**src/rtl/seq_pkg.sv**
```systemverilog
// rtl/seq_pkg.sv - shared state type and default limits for the run sequencer
package seq_pkg;

    // Run phases, in the order a normal run walks through them.
    typedef enum logic [2:0] {
        S_IDLE,
        S_HOLD,
        S_RUN,
        S_DRAIN,
        S_DONE
    } seq_state_t;

    localparam logic [11:0] DEF_END_PC  = 12'hFFF;
    localparam int          DEF_MAX_CYC = 4000;

endpackage

```
**src/rtl/sat_counter.sv**
```systemverilog
// rtl/sat_counter.sv - up-counter with synchronous clear that sticks at all-ones
//
// Ports:
//   clk    in   1  system clock
//   reset  in   1  synchronous active-high reset, forces count to 0
//   clear  in   1  synchronous clear, forces count to 0
//   inc    in   1  add one this cycle unless already saturated
//   count  out  W  current count
module sat_counter #(
    parameter int W = 16
) (
    input  logic         clk,
    input  logic         reset,
    input  logic         clear,
    input  logic         inc,
    output logic [W-1:0] count
);

    always_ff @(posedge clk) begin
        if (reset || clear) begin
            count <= '0;
        end else if (inc && (count != {W{1'b1}})) begin
            count <= count + 1'b1;
        end
    end

endmodule

```
**src/rtl/run_sequencer.sv**
```systemverilog
// rtl/run_sequencer.sv - sequences one program run of the 9-bit core (reset, run, drain, done)
//
// Ports:
//   clk        in   1   system clock
//   reset      in   1   synchronous active-high reset
//   req        in   1   host start request, level sampled every cycle
//   halt       in   1   decoder halt flag for the instruction at prog_ctr
//   prog_ctr   in   D   current core PC
//   core_rst   out  1   reset to PC / reg file / flags
//   run_en     out  1   PC advance and RegWrite/MemWrite qualifier
//   done       out  1   run complete, held until req falls
//   timeout    out  1   run was ended by the watchdog (meaningful while done=1)
//   cycle_cnt  out  CW  RUN cycles of the last/current run, saturating
module run_sequencer
    import seq_pkg::*;
#(
    parameter int           D       = 12,
    parameter int           CW      = 16,
    parameter int           RST_CYC = 2,
    parameter int           MAX_CYC = DEF_MAX_CYC,
    parameter logic [D-1:0] END_PC  = D'(DEF_END_PC)
) (
    input  logic          clk,
    input  logic          reset,
    input  logic          req,
    input  logic          halt,
    input  logic [D-1:0]  prog_ctr,
    output logic          core_rst,
    output logic          run_en,
    output logic          done,
    output logic          timeout,
    output logic [CW-1:0] cycle_cnt
);

    localparam int HW = (RST_CYC > 1) ? $clog2(RST_CYC) : 1;

    seq_state_t    state;
    seq_state_t    next_state;
    logic [HW-1:0] hold_cnt;

    logic watchdog;
    logic end_cond;
    logic core_rst_d;
    logic run_en_d;
    logic done_d;
    logic timeout_d;

    assign watchdog = (MAX_CYC != 0) && (cycle_cnt == CW'(MAX_CYC - 1));
    assign end_cond = halt || (prog_ctr == END_PC) || watchdog;

    // State register plus registered outputs; outputs are decoded from
    // next_state so they line up with the state they describe.
    always_ff @(posedge clk) begin
        if (reset) begin
            state    <= S_IDLE;
            core_rst <= 1'b1;
            run_en   <= 1'b0;
            done     <= 1'b0;
            timeout  <= 1'b0;
        end else begin
            state    <= next_state;
            core_rst <= core_rst_d;
            run_en   <= run_en_d;
            done     <= done_d;
            timeout  <= timeout_d;
        end
    end

    // HOLD length counter: reloaded whenever we are not holding, so each
    // entry into HOLD lasts exactly RST_CYC cycles.
    always_ff @(posedge clk) begin
        if (reset || (state != S_HOLD)) begin
            hold_cnt <= HW'(RST_CYC - 1);
        end else if (hold_cnt != '0) begin
            hold_cnt <= hold_cnt - 1'b1;
        end
    end

    // Next-state logic. A low req outside IDLE/DONE aborts the run.
    always_comb begin
        next_state = state;
        case (state)
            S_IDLE:  if (req) next_state = S_HOLD;
            S_HOLD:  if (!req) next_state = S_IDLE;
                     else if (hold_cnt == '0) next_state = S_RUN;
            S_RUN:   if (!req) next_state = S_IDLE;
                     else if (end_cond) next_state = S_DRAIN;
            S_DRAIN: next_state = req ? S_DONE : S_IDLE;
            S_DONE:  if (!req) next_state = S_IDLE;
            default: next_state = S_IDLE;
        endcase
    end

    // Output decode. timeout is only updated when a run is accepted
    // (cleared) or when RUN ends normally; halt beats the watchdog.
    always_comb begin
        core_rst_d = (next_state == S_IDLE) || (next_state == S_HOLD);
        run_en_d   = (next_state == S_RUN);
        done_d     = (next_state == S_DONE);
        timeout_d  = timeout;
        if ((state == S_IDLE) && req) begin
            timeout_d = 1'b0;
        end else if ((state == S_RUN) && req && end_cond) begin
            timeout_d = watchdog && !halt;
        end
    end

    sat_counter #(.W(CW)) u_cycle_cnt (
        .clk   (clk),
        .reset (reset),
        .clear ((state == S_IDLE) && req),
        .inc   (state == S_RUN),
        .count (cycle_cnt)
    );

endmodule

```
**config.mk**
```make
export PLATFORM = sky130hd
export DESIGN_NAME = run_sequencer
export DESIGN_NICKNAME = d
export VERILOG_FILES = /design/src/rtl/seq_pkg.sv /design/src/rtl/sat_counter.sv /design/src/rtl/run_sequencer.sv
export SDC_FILE = /design/constraint.sdc
export NUM_CORES = 1
export LEC_CHECK = 0
export ABC_CLOCK_PERIOD_IN_PS = 2600
export CORE_MARGIN = 4
export CORE_UTILIZATION = 45
export DETAILED_ROUTE_END_ITERATION = 10
export PLACE_DENSITY = 0.77
export SETUP_SLACK_MARGIN = 0.05
export SLEW_MARGIN = 20
export SYNTH_ARGS = -nofsm -noshare
export SYNTH_HDL_FRONTEND = slang
export SYNTH_SLANG_ARGS = --single-unit
```
**constraint.sdc**
```tcl
create_clock -name clk -period 2.6 [get_ports clk]
set_input_delay 0.78 -clock clk [delete_from_list [all_inputs] [get_ports clk]]
set_output_delay 0.78 -clock clk [all_outputs]
set_load 0.02 [all_outputs]
```
==> results of run 1 <==
-- how the worst min path moves through the flow --
stage	slack, ns	endpoint	startpoint	cells after the start
after floorplan	0.52	state[0]	hold_cnt	2
after global placement	0.47	timeout	timeout	2
after detailed placement	0.48	timeout	timeout	2
after CTS	0.49	timeout	timeout	2
after global routing	0.54	timeout	timeout	2
final	0.49	timeout	timeout	2
-- sequential cells by signal (all words and copies together), names as in the netlist --
register / cells
state: 3
done: 1
core_rst: 1
timeout: 1
run_en: 1
u_cycle_cnt.count: 16
hold_cnt: 1
-- final cells by class --
type	instances	area share
multi-input cells	104	0.416
clock buffers	3	0.0141
flip-flops and latches	24	0.300
inverters	6	0.0141
repair buffers	38	0.233
well taps	30	0.0234
-- per-layer routing --
layer	up-vias	share of wire	GRT usage
li1	594	-	-
met5	-	0	0
met1	553	0.44	0.234
met2	30	0.50	0.289
met3	2	0.057	0.0240
met4	0	0.0049	0.0485
-- report_power, final --
group	total [W]	internal, W	switching (W)
combinational	0.0000443	0.0000278	0.0000166
clock	0.000158	0.0000540	0.000104
sequential	0.000372	0.000370	0.00000267
total	0.000574	0.000451	0.000123
-- Yosys cell counts, types with 2 or more instances --
cell and n:
dfxtp_1 24, a21oi_1 15, nand2_1 9, o21ai_0 9
nor2_1 7, inv_1 6, nand3_1 6, nand4_1 6
or3_1 6, nor3b_1 5, or4_1 5, nor4_1 3
o31ai_1 3, or3_2 3, and3_1 2, nand2b_1 2
nor3_1 2, o21a_1 2
-- cells by family after synthesis --
group,count (synthesis),share of synthesized area
adders and majority gates,1,0.0105
and+or+nand+nor,64,0.332
AOI/OAI and AO/OA,35,0.185
DFF,24,0.404
muxes,2,0.0179
buffers and inverters,9,0.0358
xor gates and xnor gates,2,0.0147
-- per-stage QoR --
stage                     hold WS (ns)  utilization  instances  worst slack [ns]
after floorplan                  0.515            -        137             0.628
after global placement           0.471        0.632        202             0.226
after detailed placement         0.480        0.632        202             0.163
after CTS                        0.494        0.641        205             0.362
after global routing             0.539        0.641        205             0.293
final                            0.486        0.641        205             0.369
==> results.md, run 1 <==
- Setup repair after global routing left no endpoint under its margin.
- CTS built an H-tree with a depth of 1.
- In this run the worst path has a maximum fanout of 8.
- Clock tree synthesis selected as its root buffer the cell clkbuf_4.
- In the post-synthesis netlist, the biggest area contributors are dfxtp_1, a21oi_1, o21ai_0.
- Overall power consumption after layout is estimated at ~0.00057 W.
- The floorplan step defined a die boundary enclosing around 3500 µm².
- The number of buffers inserted to repair setup after CTS is 0.
- The clock edge transition at the registers on the reported setup and hold paths is between 0.1 and 0.15 ns.
- In this run, the number of DRC markers left after iteration 0 of detailed routing was 64.
- The share of synthesized area in the top cell type comes to 0.404.
- The library cell used most frequently in the layout, excluding fill and tap cells, is clkdlybuf4s50_1.
- The slew at the pin closest to its max-slew limit is roughly 0.7 ns.
- The final estimated routing congestion in global placement is between 0.8 and 0.9.
- The final-report hold violation count came to 0.
- The overall die width is between 50 and 60 µm.
- The detail-routed via count per cell is 5.75.
- The setup clock skew after layout is ~0.0042 ns.
- After detailed placement, the total cell area comes to 1580 µm².
- The type of the tightest min-delay check is register to register.
- The delay of the slowest critical-path stage is around 0.66 ns.
- In this run the critical register-to-register path is captured at u_cycle_cnt.count[13].
- The count of cells resized by post-cts repair is 0.
- IR analysis of the VDD net gives a maximum drop of about 0.00026 V.
- After synthesis, the share of flip-flops with an asynchronous set or reset is 0.
- The first global-routing pass estimated between 4 and 5 mm of wire.
- 36 I/O pins were placed.
- The summed instance area of the synthesized netlist is between 1000 and 1500 µm².
- The run finished with clean final reports.
- Across the run, the number of max-cap violations was 0.
- The final number of max-transition violations is 0.
- The kind of critical path is register to output pin.
- Synthesis produced a netlist whose cell count is 137.
- The signal on the critical path passes through clkdlybuf4s50_1.
- The worst register-to-register path has a setup slack of between 0.6 and 0.7 ns.
- The number of global-route vias before repair is ~1100.
- After routing the design area is between 1500 and 2000 µm².
- The total congestion overflow after global routing is 0.
- The number of buffers created by CTS is 3.
- The multi-input combinational cells in the finished layout cover a total of 666 µm².
- For this run, the post-layout net count is approximately 190.
- The flip-flop and latch area is between 400 and 500 µm².
- The register area share after synthesis is 0.404.
- The sum of negative setup slack is 0 ns.
- The worst pin sits at a relative slew slack of 0.530.
- The number of buffer cells added on primary ports is 35.
- Dividing the final minimum period by the clock period gives 0.858.
- At the worst endpoint, the required time is 1.82 ns.
- The post-route antenna net violation count is 0.
- The number of nets handed over by synthesis was between 150 and 200.
- Dividing the detail-routed wire length by the instance count gives roughly 14 µm.
- Summed over all instances, the cell type with the most area after synthesis is dfxtp_1.
- The number of core rows is 18.
- The maximum achievable frequency is between 400 and 500 MHz.
- The die is between 50 and 60 µm tall.
- The repair_antennas step left the layout with diodes totalling 0.
- In this run the number of cells on the critical path is 1.
- The kind of end point of the critical path is an output pin.
- Hold repair after CTS inserted 0 buffers.
- For this run, the detailed router's first-pass iteration total came to 4.
- The placeable core region is 2500 µm².
- The starting density of the core is 0.475.
- The number of sinks on the clock net is 24.
- The data arrival time at the worst-slack endpoint is 1.45 ns.
- The cell area power density is 359 nW/µm².
- The number of buffers and inverters on the critical path is 1.
- A synthesized cell averages 8.68 µm².
- Summing over every cut layer, the via total after detailed routing is approximately 1200.
- The startpoint identified for the worst register-to-register timing path is u_cycle_cnt.count[0].
- The clock period minus worst slack is ~2.2 ns.
- The slowest stage of the critical path is the clkdlybuf4s50_1 cell.
- The maximum buffer depth of the clock tree is 2.
- The wire-length estimate of the detail-placed layout is 2.25 mm.
- The number of cells on the worst reg-to-reg path is 6.
- The area growth from synthesis to layout is 34.7%.
- The worst setup path is launched from a register.
- The share of final-layout standard cells stronger than drive strength 1 is 0.0914.
- The overall fraction of global-route tracks in use is 0.174.
- The CTS tree is done.
- The capture point of the critical path is cycle_cnt[5].
- The filler cells instantiated in the layout total 226.
- The most used flip-flop cell after synthesis is dfxtp_1.
- Entering global routing, the biggest net connects 13 pins.
- For the worst-skew pair, the clock arrives at the later sink with an insertion delay of around 0.30 ns.
- The critical path launch point is u_cycle_cnt.count[5].
- Counting distinct cell types in the post-synthesis netlist gives 40.
- The cell leakage power is a little under 0.5 nW.
- The total of flip-flops plus latches after synthesis is 24.
- Yosys printed 0 warnings.
- Counting flops with a built-in enable in the synthesized netlist gives 0.
- The number of antenna violations at the first check in global routing is 0.
- The remaining routing DRC violations is 0.
- In the layout the commonest cells are clkdlybuf4s50_1, dfxtp_1, a21oi_1.
- Setup violations remaining at the end of the flow were counted as 0.
- The total routed wirelength is ~2.9 mm.
- The cell family contributing the most delay on the critical path is buffers and inverters.
Note: power is estimated with default switching activity, not from simulation.
==> run 2: changes to the inputs <==
Settings changed: CTS_BUF_LIST from default to sky130_fd_sc_hd__clkbuf_16.
==> results.md, run 2 (same netlist as run 1, synthesis figures left out) <==
- The number of filler cells placed in the layout is 222 (-1.8%).
- The wire length of the first global-routing pass is 4.83 mm (+0.73%).
- The number of antenna cells inserted is 0 (unchanged).
- The count of nets after finishing is 194 (unchanged).
- The number of antenna violations at the first check in global routing came to 0 (unchanged).
- The die area was 3530 µm² (unchanged).
- The total iterations of the first detailed-routing run was 4 (unchanged).
- The kind of critical path is primary input to register.
- The total via count after detailed routing is 1187 (+0.68%).
- The number of levels the H-tree was split into is 1 (unchanged).
- The worst endpoint required time is 2.74 ns (+0.92 ns).
- The overall fraction of global-route tracks in use came to 0.176 (+0.00271).
- Leaving out fill and tap cells, the most frequent cell in the layout is clkdlybuf4s50_1.
- The total congestion overflow after global routing came to 0 (unchanged).
- The final-report hold violation count is 0 (unchanged).
- The worst-path maximum fanout was 10 (+2).
- The maximum buffer depth of the clock tree is 2 (unchanged).
- The data arrival time at the worst-slack endpoint is 2.33 ns (+0.88 ns).
- Setup repair after global routing left no endpoint under its margin.
- The number of global-route vias before repair was 1114 (+1.8%).
- The worst vdd rail ir drop is 0.000388 V (+47%).
- The number of buffers inserted to repair setup after CTS is 0 (unchanged).
- The sum of negative setup slack is 0 ns (unchanged).
- The pin count of the biggest net entering global routing is 13 (unchanged).
- The setup slack of the worst register-to-register path is 0.66 ns (+0.02 ns).
- The overall die width was 59.4 µm (unchanged).
- The type of the tightest min-delay check is register to register.
- The layout overhead on the synthesized area is 39.2%.
- The count of cells resized by post-cts repair is 0 (unchanged).
- The buffer cell driving the clock tree root is clkbuf_16.
- The kind of end point of the critical path is a register.
- The number of cells on the worst reg-to-reg path is 6 (unchanged).
- The worst setup slack after layout is 0.409 ns (+0.0396 ns).
- The number of buffer cells added on primary ports came to 35 (unchanged).
- The top cell types in the final layout, fill and taps aside, are clkdlybuf4s50_1, dfxtp_1, a21oi_1.
- The clock edge transition at the registers on the reported setup and hold paths is 0.06 ns (-0.06 ns).
- The slew at the pin closest to its max-slew limit is 0.679 ns (-0.0166 ns).
- The clock insertion delay at the later pin of the skew report came to 0.25 ns (-0.05 ns).
- The path with the worst hold slack has its endpoint at timeout.
- The number of flip-flops under the largest register name came to 16 (unchanged).
- The largest registers in the layout are u_cycle_cnt.count: 16 flops, state: 3 flops.
- The final number of max-transition violations is 0 (unchanged).
- The cell area power density is 446 nW/µm² (+24%).
- The violation count after the first detailed-routing iteration was 51 (-20%).
- The destination of the worst register-to-register timing path is u_cycle_cnt.count[13].
- The setup clock skew after layout was 0.00156 ns (-0.00264 ns).
- The cell leakage power is 0.518 nW (+4.7%).
- The total routed wirelength is 2.88 mm (+0.17%).
- The placeable core region is 2500 µm² (unchanged).
- The mean routed wirelength per cell is 14.0 µm (+0.17%).
- The post-route antenna net violation count is 0 (unchanged).
- The share of final-layout standard cells stronger than drive strength 1 is 0.0914 (unchanged).
- The final worst-path cycle share was 0.843 (-0.0152).
- The worst relative slew slack is 0.542 (+0.0112).
- The instance count along the most critical hold path is 2 (unchanged).
- TritonCTS built the clock tree.
- The final estimated routing congestion in global placement is 0.809 (unchanged).
- The maximum achievable frequency came to 456 MHz (+1.8%).
- The number of core rows came to 18 (unchanged).
- The setup-violating endpoint count in the final report is 0 (unchanged).
- The placement-stage worst setup slack is 0.163 ns (unchanged).
- The number of buffers created by CTS is 3 (unchanged).
- The worst hold path begins at timeout.
- The clock period minus worst slack came to 2.19 ns (-0.0396 ns).
- The max-cap violation count is 0 (unchanged).
- The vertical die dimension is 59.4 µm (unchanged).
- In this run the critical register-to-register path is launched from u_cycle_cnt.count[0].
- The instance count after placement with tap cells included is 202 (unchanged).
- The count of hold buffers inserted by post-cts repair is 0 (unchanged).
- The count of non-filler cells in the finished layout is 205 (unchanged).
- The launching element type of the critical path is a primary input.
- The top register by number of flip-flops is u_cycle_cnt.count.
- The post-detailed-placement half-perimeter wirelength came to 2.25 mm (unchanged).
- The flow ran to the end, and the final reports show no timing, DRC or antenna violations.
- The detail-routed via count per cell is 5.79 (+0.68%).
- The starting density of the core came to 0.475 (unchanged).
- The remaining routing DRC violations is 0 (unchanged).
- The number of sinks on the clock net came to 24 (unchanged).
- The number of top-level design ports is 36 (unchanged).
run 2: layer usage:
metal / GRT usage / wire length, µm
met2: 0.290 / 1440
met4: 0.0485 / 24
met5: 0 / 0
met1: 0.232 / 1250
met3: 0.0370 / 170
run 2: critical path, stage by stage:
cell and delay (ns):
clkdlybuf4s50_1 0.53, nor4b_1 0.39, or2_2 0.32, nor2_1 0.06, mux2_2 0.26
run 2: worst max path at each step:
stage	startpoint	to	slack (ns)	depth (start not counted)
3_3_place_gp	req	u_cycle_cnt.count[13]	0.23	5
3_5_place_dp	req	u_cycle_cnt.count[13]	0.16	5
5_1_grt	req	u_cycle_cnt.count[13]	0.27	5
2_1_floorplan	u_cycle_cnt.count[0]	u_cycle_cnt.count[13]	0.63	5
6_report	req	u_cycle_cnt.count[13]	0.41	5
4_1_cts	req	u_cycle_cnt.count[13]	0.42	5
run 2: power by group:
part | total (W) | switching [W] | internal (W)
Combinational | 0.0000445 | 0.0000167 | 0.0000278
Clock | 0.000322 | 0.000118 | 0.000203
Sequential | 0.000373 | 0.00000271 | 0.000370
Total | 0.000739 | 0.000138 | 0.000601
run 2: per-stage QoR:
stage,total power (W),util,hold WS (ns),instance area [µm²]
after floorplan,0.000395,-,0.515,1190
after global placement,0.000424,0.632,0.471,1580
after detailed placement,0.000425,0.632,0.480,1580
after CTS,0.000748,0.662,0.496,1650
after global routing,0.000765,0.662,0.552,1650
final,0.000739,0.662,0.492,1650
run 2: cell type report:
class / count / area [µm²] / share of cell area
clock buffers: 3 / 75.1 / 0.0454
inverters: 6 / 22.5 / 0.0136
well taps: 30 / 37.5 / 0.0227
flip-flops and latches: 24 / 480 / 0.290
multi-input cells: 104 / 666 / 0.402
repair buffers: 38 / 373 / 0.225
==> run 3: changes to the inputs <==
Settings changed: ABC_CLOCK_PERIOD_IN_PS 2600 to 2200.
Clock period 2.6 ns to 2.2 ns, I/O delays scaled along.
==> results.md, run 3 (same netlist as run 1, synthesis figures left out) <==
- The slew at the pin closest to its max-slew limit is 0.660 ns (-0.0193 ns).
- The setup clock skew after layout is 0.00113 ns (-0.000428 ns).
- The worst setup slack after layout came to 0.159 ns (-0.250 ns).
- The starting density of the core is 0.475 (unchanged).
- The count of hold buffers inserted by post-cts repair was 0 (unchanged).
- The number of buffers inserted to repair setup after CTS was 0 (unchanged).
- The largest registers in the layout are u_cycle_cnt.count: 16 flops, state: 3 flops.
- The number of sinks on the clock net is 24 (unchanged).
- The launching element type of the critical path is a register.
- The share of final-layout standard cells stronger than drive strength 1 was 0.102 (+0.0103).
- The total buffers and inverters traversed by the critical path is 1 (unchanged).
- The overall fraction of global-route tracks in use came to 0.172 (-0.00414).
- The layout overhead on the synthesized area is 40.4%.
- The total routed wirelength is 2.91 mm (+0.94%).
- The library cell used most frequently in the layout, excluding fill and tap cells, is clkdlybuf4s50_1.
- The vertical die dimension is 59.4 µm (unchanged).
- The placeable core region is 2500 µm² (unchanged).
- The number of buffer cells added on primary ports is 35 (unchanged).
- The kind of critical path is register to output pin.
- The wire length of the first global-routing pass is 4.71 mm (-2.4%).
- The number of global-route vias before repair is 1123 (+0.81%).
- The worst vdd rail ir drop came to 0.000480 V (+24%).
- The violation count after the first detailed-routing iteration is 36 (-29%).
- The standard cell area after detailed placement is 1590 µm² (+0.95%).
- The hold slack is 0.488 ns (-0.00420 ns).
- The post-detailed-placement half-perimeter wirelength is 2.27 mm (+0.78%).
- The pin count of the biggest net entering global routing is 17 (+4).
- The number of levels the H-tree was split into is 1 (unchanged).
- The total via count after detailed routing is 1219 (+2.7%).
- The number of core rows is 18 (unchanged).
- In the finished design, the share of the clock period the worst path needs comes to 0.928.
- The detail-routed via count per cell came to 5.89 (+1.7%).
- The cell area power density is 524 nW/µm² (+17%).
- The cell leakage power was 0.529 nW (+2.1%).
- On the critical path, the stage with the largest delay is an instance of clkdlybuf4s50_1.
- The number of top-level design ports is 36 (unchanged).
- The number of flip-flops under the largest register name is 16 (unchanged).
- The sum of negative setup slack was 0 ns (unchanged).
- The total iterations of the first detailed-routing run is 4 (unchanged).
- The count of nets after finishing is 196 (+1.0%).
- Subtracting the final worst setup slack from the clock period gives between 2 and 2.5 ns.
- TritonCTS built the clock tree.
- The number of antenna cells inserted is 0 (unchanged).
- The total non-filler cell area in the finished layout is 1670 µm² (+0.91%).
- The final estimated routing congestion in global placement was 0.794 (-1.8%).
- On the critical path the largest part of the delay comes from buffers and inverters.
- Ranked by flip-flop count, first place goes to u_cycle_cnt.count.
- The number of antenna violations at the first check in global routing is 0 (unchanged).
- In the layout the commonest cells are clkdlybuf4s50_1, dfxtp_1, a21oi_1.
- The clock edge transition at the registers on the reported setup and hold paths was 0.06 ns (about the same).
- The final number of max-transition violations is 0 (unchanged).
- The data arrival time at the worst-slack endpoint was 1.38 ns (-0.95 ns).
- The overall die width was 59.4 µm (unchanged).
- Static timing analysis puts the maximum clock frequency at slightly below 500 MHz.
- Walking the worst path, the cells encountered are clkdlybuf4s50_1.
- The final-report hold violation count is 0 (unchanged).
- The count of cells resized by post-cts repair was 0 (unchanged).
- The tightest min-delay check is of the register to register type.
- The mean routed wirelength per cell is 14.0 µm (about the same).
- The die area is 3530 µm² (unchanged).
- The number of buffers created by CTS came to 3 (unchanged).
- The clock insertion delay at the later pin of the skew report is 0.25 ns (about the same).
- The worst endpoint required time was 1.54 ns (-1.20 ns).
- The total congestion overflow after global routing is 0 (unchanged).
- The post-route antenna net violation count is 0 (unchanged).
- The setup-violating endpoint count in the final report is 0 (unchanged).
- The setup slack of the worst register-to-register path is 0.37 ns (-0.29 ns).
- The placement-stage worst setup slack is 0.179 ns (+0.0158 ns).
- The max-cap violation count was 0 (unchanged).
- In this run the clock root is driven by a clkbuf_16.
- The maximum buffer depth of the clock tree is 2 (unchanged).
- The flow ran to the end, and the final reports show no timing, DRC or antenna violations.
- Setup repair after global routing left no endpoint under its margin.
- The worst relative slew slack is 0.555 (+0.0130).
- The delay of the slowest critical-path stage is 0.66 ns (+0.13 ns).
- The post-layout utilization of the core is 0.668 (+0.00601).
- STA classifies the critical path endpoint as an output pin.
- The worst-path maximum fanout is 8 (-2).
- The remaining routing DRC violations is 0 (unchanged).
[run 3: tightest hold or removal path, stage by stage (launching register included)]
cell and delay (ns):
dfxtp_1 0.31, o21ai_0 0.07, a21oi_1 0.06
[run 3: per-layer routing]
layer	wire length (µm)	track usage	vias up
met2	1420	0.282	25
li1	-	-	606
met3	97	0.0261	2
met5	0	0	-
met4	14	0.0777	0
met1	1370	0.221	586
[run 3: final cells by class]
type	count	area [µm²]
sequential	24	480
inverter	6	22.5
tap	30	37.5
multi-input combinational	104	666
fill	212	831
clock buffer	3	75.1
timing repair buffer	40	388
[run 3: per-stage QoR]
step	cells	power, W
floorplan	137	0.000467
global placement	204	0.000504
detailed placement	204	0.000505
CTS	207	0.000882
global route	207	0.000898
finish	207	0.000874
[run 3: path summary, 6_finish.rpt]
kind | depth (start not counted) | start | end
setup / recovery | 1 | u_cycle_cnt.count[5] | cycle_cnt[5]
hold reg to reg | 2 | timeout | timeout
setup reg to reg | 4 | u_cycle_cnt.count[2] | u_cycle_cnt.count[13]
hold / removal | 2 | timeout | timeout
[run 3: power breakdown]
group          internal (W)  switching (W)
Combinational     0.0000354      0.0000205
Clock              0.000240       0.000139
Sequential         0.000437     0.00000304
